File: src/rtl/display_pkg.sv
// Shared definitions for the display datapath: BCD digit width, the
// sequential converter state type and a helper that sizes a BCD field.
package display_pkg;

  localparam int BCD_DIGIT_W = 4;

  typedef enum logic {
    IDLE  = 1'b0,
    SHIFT = 1'b1
  } dd_state_t;

  // Decimal digits needed to show any BIN_W-bit unsigned value:
  // ceil(binW * log10(2)), with log10(2) approximated as 0.30103.
  function automatic int digitsNeeded(input int binW);
    return (binW * 30103 + 99999) / 100000;
  endfunction

endpackage

File: src/rtl/bcd_add3_digit.sv
// Single BCD correction cell for shift-and-add-3: a digit of 5 or more
// gets 3 added so that the following left shift carries into the next digit.
module bcd_add3_digit (
  input  logic [3:0] digit_i,
  output logic [3:0] digit_o
);

  // Conditional add-3 correction ahead of the shift
  always_comb begin
    digit_o = digit_i;
    if (digit_i >= 4'd5) begin
      digit_o = digit_i + 4'd3;
    end
  end

endmodule

File: src/rtl/seq_double_dabble.sv
// Multi-cycle binary-to-BCD converter (shift-and-add-3, one bit per clock)
// with start/busy/done handshake, sticky overflow and a leading-zero mask.
module seq_double_dabble
  import display_pkg::*;
#(
  parameter int BIN_W  = 8,
  parameter int DIGITS = 3
) (
  input  logic                          clk,
  input  logic                          rst_n,
  input  logic                          start,
  input  logic [BIN_W-1:0]              bin_in,
  output logic                          busy,
  output logic                          done,
  output logic [BCD_DIGIT_W*DIGITS-1:0] bcd_out,
  output logic                          overflow,
  output logic [DIGITS-1:0]             blank_mask
);

  localparam int CNT_W = $clog2(BIN_W + 1);
  localparam int SCR_W = BCD_DIGIT_W * DIGITS;
  localparam logic [CNT_W-1:0] LAST_CNT = CNT_W'(BIN_W - 1);

  dd_state_t          state_q;
  logic [BIN_W-1:0]   shreg_q;
  logic [SCR_W-1:0]   scratch_q;
  logic [CNT_W-1:0]   count_q;
  logic               ovfSticky_q;
  logic               busy_q;
  logic               done_q;
  logic [SCR_W-1:0]   bcdOut_q;
  logic               overflow_q;
  logic [DIGITS-1:0]  blankMask_q;

  logic [SCR_W-1:0]   adjusted;
  logic [SCR_W-1:0]   scratch_d;
  logic               ovfSticky_d;
  logic [DIGITS-1:0]  blankMask_d;
  logic               upperZero;

  // One add-3 correction cell per BCD digit of the scratch register
  for (genvar g = 0; g < DIGITS; g++) begin : gen_add3
    bcd_add3_digit u_add3 (
      .digit_i (scratch_q[BCD_DIGIT_W*g +: BCD_DIGIT_W]),
      .digit_o (adjusted[BCD_DIGIT_W*g +: BCD_DIGIT_W])
    );
  end

  // Shift the corrected scratch left, pulling in the next binary bit;
  // a 1 leaving the top digit means the value no longer fits
  always_comb begin
    scratch_d   = {adjusted[SCR_W-2:0], shreg_q[BIN_W-1]};
    ovfSticky_d = ovfSticky_q | adjusted[SCR_W-1];
  end

  // Leading-zero mask from the top digit down; the units digit always shows
  always_comb begin
    blankMask_d = '0;
    upperZero   = 1'b1;
    for (int i = DIGITS - 1; i >= 1; i--) begin
      upperZero      = upperZero & (scratch_d[BCD_DIGIT_W*i +: BCD_DIGIT_W] == '0);
      blankMask_d[i] = upperZero;
    end
  end

  // Control FSM and datapath registers with registered handshake outputs
  always_ff @(posedge clk or negedge rst_n) begin
    if (!rst_n) begin
      state_q     <= IDLE;
      shreg_q     <= '0;
      scratch_q   <= '0;
      count_q     <= '0;
      ovfSticky_q <= 1'b0;
      busy_q      <= 1'b0;
      done_q      <= 1'b0;
      bcdOut_q    <= '0;
      overflow_q  <= 1'b0;
      blankMask_q <= '0;
    end else begin
      done_q <= 1'b0;
      case (state_q)
        IDLE: begin
          if (start) begin
            shreg_q     <= bin_in;
            scratch_q   <= '0;
            ovfSticky_q <= 1'b0;
            count_q     <= '0;
            busy_q      <= 1'b1;
            state_q     <= SHIFT;
          end
        end
        SHIFT: begin
          scratch_q   <= scratch_d;
          shreg_q     <= {shreg_q[BIN_W-2:0], 1'b0};
          ovfSticky_q <= ovfSticky_d;
          count_q     <= count_q + CNT_W'(1);
          if (count_q == LAST_CNT) begin
            bcdOut_q    <= scratch_d;
            overflow_q  <= ovfSticky_d;
            blankMask_q <= blankMask_d;
            done_q      <= 1'b1;
            busy_q      <= 1'b0;
            state_q     <= IDLE;
          end
        end
        default: state_q <= IDLE;
      endcase
    end
  end

  assign busy       = busy_q;
  assign done       = done_q;
  assign bcd_out    = bcdOut_q;
  assign overflow   = overflow_q;
  assign blank_mask = blankMask_q;

endmodule
File: config.mk
export PLATFORM = sky130hd
export DESIGN_NAME = seq_double_dabble
export DESIGN_NICKNAME = d
export VERILOG_FILES = /design/src/rtl/display_pkg.sv /design/src/rtl/bcd_add3_digit.sv /design/src/rtl/seq_double_dabble.sv
export SDC_FILE = /design/constraint.sdc
export NUM_CORES = 1
export LEC_CHECK = 0
export CAP_MARGIN = 20
export CORE_MARGIN = 8
export CORE_UTILIZATION = 55
export CTS_CLUSTER_DIAMETER = 30
export DETAILED_ROUTE_END_ITERATION = 6
export PLACE_DENSITY_LB_ADDON = 0.25
export SYNTH_ARGS = -nofsm -noshare
export SYNTH_HDL_FRONTEND = slang
export SYNTH_SLANG_ARGS = --single-unit
File: constraint.sdc
create_clock -name clk -period 4.1 [get_ports clk]
set_clock_uncertainty 0.15 [all_clocks]
set_input_delay 0.82 -clock clk [delete_from_list [all_inputs] [get_ports clk]]
set_output_delay 0.82 -clock clk [all_outputs]
set_load 0.02 [all_outputs]
==> impl_metrics.json <==
{
  "die_area_um2": 5910,
  "drive_above_1_share_pct": 7.018,
  "hold_buffers": 0,
  "cts_setup_buffers": 0,
  "gp_congestion": 0.7470,
  "synth_async_sr_flop_share_pct": 100.0,
  "clk_pin_slew_ps": 70,
  "nNetsFinal": 245,
  "cellPowerDensity_nw_per_um2": 814.4,
  "seq_area_frac_synth_pct": 52.79,
  "antennaDiodeCount": 0,
  "grt-ovfl-total": 0,
  "slew-limit-headroom_pct": 38.58,
  "yosys_warnings": 0,
  "avgSynthCellArea_um2": 10.09,
  "crit_family": "flip-flops",
  "holdWs_ps": 323.8,
  "core.rowCount": 22,
  "cell_internal_pwr_w": 0.001179,
  "synth_seq_cells": 43,
  "drcViolationCount": 0,
  "ant_nets": 0,
  "clkPwrFrac_pct": 14.4,
  "hp-class": "register to register",
  "worstSetupStartpointType": "register",
  "cp_num_buf_inv": 1,
  "tns_ps": 0,
  "grt_max_degree": 44,
  "insertion_delay_ps": 290,
  "drt-total-wl_um": 4009,
  "slew_violations": 0,
  "endpoint_kind": "register",
  "critPathKind": "register to register",
  "cp_slowest_cell": "dfrtp_1",
  "rsz0062_at_grt": "false",
  "cts_buffers": 5,
  "die_y_um": 76.88,
  "period_needed_ps": 2337,
  "path_cells": "clkinv_1 -> and3_1 -> a21o_1",
  "critPathMaxFanout": 27,
  "core_um2": 3606,
  "dp_hpwl_um": 2920,
  "tightest_slew_ps": 921.3,
  "worstPathArrival_ps": 2370,
  "wl_per_cell_um": 14.53,
  "syn_inst": 202,
  "tritoncts": "done",
  "drt_iter0_drc": 51,
  "max_stage_delay_ps": 800,
  "route.vias.total": 1486,
  "clk_path_buf_depth": 2,
  "htreeDepth": 2,
  "status": "finished clean",
  "cts.sinks": 43,
  "initial_core_util_pct": 56.52,
  "fmax_mhz": 428.0,
  "first_pass_iters": 4,
  "ys.flop_type": "dfrtp_1",
  "vias_per_cell": 5.384,
  "finalHoldViolCount": 0,
  "cp.required_ps": 4130,
  "yosys.cell_types.count": 34,
  "seqPwrFrac_pct": 39.5,
  "syn_to_final_growth_pct": 19.03,
  "ir_worst_vdd_mv": 0.3563,
  "grt_first_pass_wirelength_um": 6810,
  "swShare_pct": 40.30,
  "portBuffers": 27,
  "track_usage_pct": 13.86,
  "cts_resized": 0,
  "cts_root_buf": "clkbuf_8",
  "synth_nets": 220,
  "antenna_found_initial": 0,
  "min_period_over_period_pct": 56.99,
  "finalSetupViolations": 0,
  "p_leak_nw": 1.081,
  "grt_pass1_vias": 1518,
  "netSwitchingPower_w": 0.0007963,
  "syn-cell-area_um2": 2038,
  "cap_violations": 0,
  "die_x_um": 76.88,
  "synth-edff-count": 0,
  "combPwrFrac_pct": 46.1,
  "io_pins": 29
}
synthesized netlist by cell type (2+ instances only):
master	count	share of area (%)
buf_2	3	0.74
nand2_1	37	6.8
inv_1	8	1.5
xnor2_1	4	1.7
o21ai_0	22	5.4
nor2_1	9	1.7
nand3_1	2	0.49
dfrtp_1	43	53
a21oi_1	9	2.2
mux2_2	2	1.1
clkbuf_1	6	1.1
ha_1	7	4.3
mux2i_1	12	5.9
nand2b_1	3	0.92
o22ai_1	11	3.4
nor3b_1	6	2.2
cell type report:
| type | count | area (um^2) |
|---|---|---|
| inverters | 10 | 38.79 |
| repair buffers | 28 | 272.8 |
| flip-flops and latches | 43 | 1076 |
| multi-input cells | 139 | 878.3 |
| clock buffers | 8 | 100.1 |
| fillers | 294 | 1180 |
| well taps | 48 | 60.06 |
cell families after synthesis:
| kind of cell | share of synthesized area [%] |
|---|---|
| other | 0.1840 |
| buffers and inverters | 4.112 |
| and+or+nand+nor | 14.67 |
| AOI/OAI and AO/OA | 14.80 |
| xor gates and xnor gates | 2.148 |
| adders and majority gates | 4.297 |
| DFF | 52.79 |
| muxes | 6.998 |
state kept, by name (all words and copies together), names as in the netlist:
name and cells:
bcd_out 12, busy 1, scratch_q 12, shreg_q 8
count_q 4, ovfSticky_q 1, blank_mask 2, done 1
state_q 1, overflow 1
placed cells by master (no fill, tap or decap), types with 2 or more instances in the layout:
master,n
nor3b_1,6
o21ai_0,22
nand2b_1,3
xnor2_1,4
inv_1,8
clkbuf_8,7
o22ai_1,11
dfrtp_1,43
a21oi_1,9
mux2_2,2
clkdlybuf4s50_1,26
nor2_1,9
nand3_1,2
mux2i_1,12
nand2_1,37
ha_1,7
path summary, 6_finish.rpt:
kind                             from            end  slack, ps  cells past startpoint
min                        bcd_out[0]     bcd_out[0]        320                      2
max in group asynchronous       rst_n   scratch_q[3]       2710                      1
min reg2reg                bcd_out[0]     bcd_out[0]        320                      2
max                           state_q  scratch_q[10]       1760                      3
min in group asynchronous       rst_n  blank_mask[2]        520                      1
max reg2reg                   state_q  scratch_q[10]       1760                      3
worst register-to-register path, cell delays in order (launching register included):
cell	delay, ps
dfrtp_1	800
clkinv_1	750
and3_1	370
a21o_1	150
metal layers:
| layer | routed length (um) | vias to the layer above | track usage [%] | share of wire [%] |
|---|---|---|---|---|
| met5 | 0 | - | 0 | 0 |
| met4 | 32 | 0 | 3.846 | 0.80 |
| met3 | 167 | 4 | 5.245 | 4.2 |
| met2 | 2103 | 28 | 24.30 | 52 |
| met1 | 1705 | 712 | 15.16 | 43 |
| li1 | - | 742 | - | - |
power groups by stage:
stage	combinational, W	sequential, W	clock [W]
after CTS	0.000921	0.000778	0.000296
after global placement	0.000879	0.000771	0
final	0.000910	0.000781	0.000285
after detailed placement	0.000917	0.000786	0
after global routing	0.00101	0.000807	0.000307
after floorplan	0.000584	0.000817	0
stage by stage:
step / util (%) / total power (W) / instances / area, um^2 / setup WS, ps
finish: 67.28 / 0.001976 / 276 / 2426 / 1763
global route: 67.28 / 0.002128 / 276 / 2426 / 1538
CTS: 67.28 / 0.001996 / 276 / 2426 / 1745
detailed placement: 64.50 / 0.001703 / 268 / 2326 / 1770
global placement: 64.50 / 0.001650 / 268 / 2326 / 1854
floorplan: - / 0.001401 / 202 / 2038 / 2271
No activity file was read; power rests on OpenSTA's default activity.
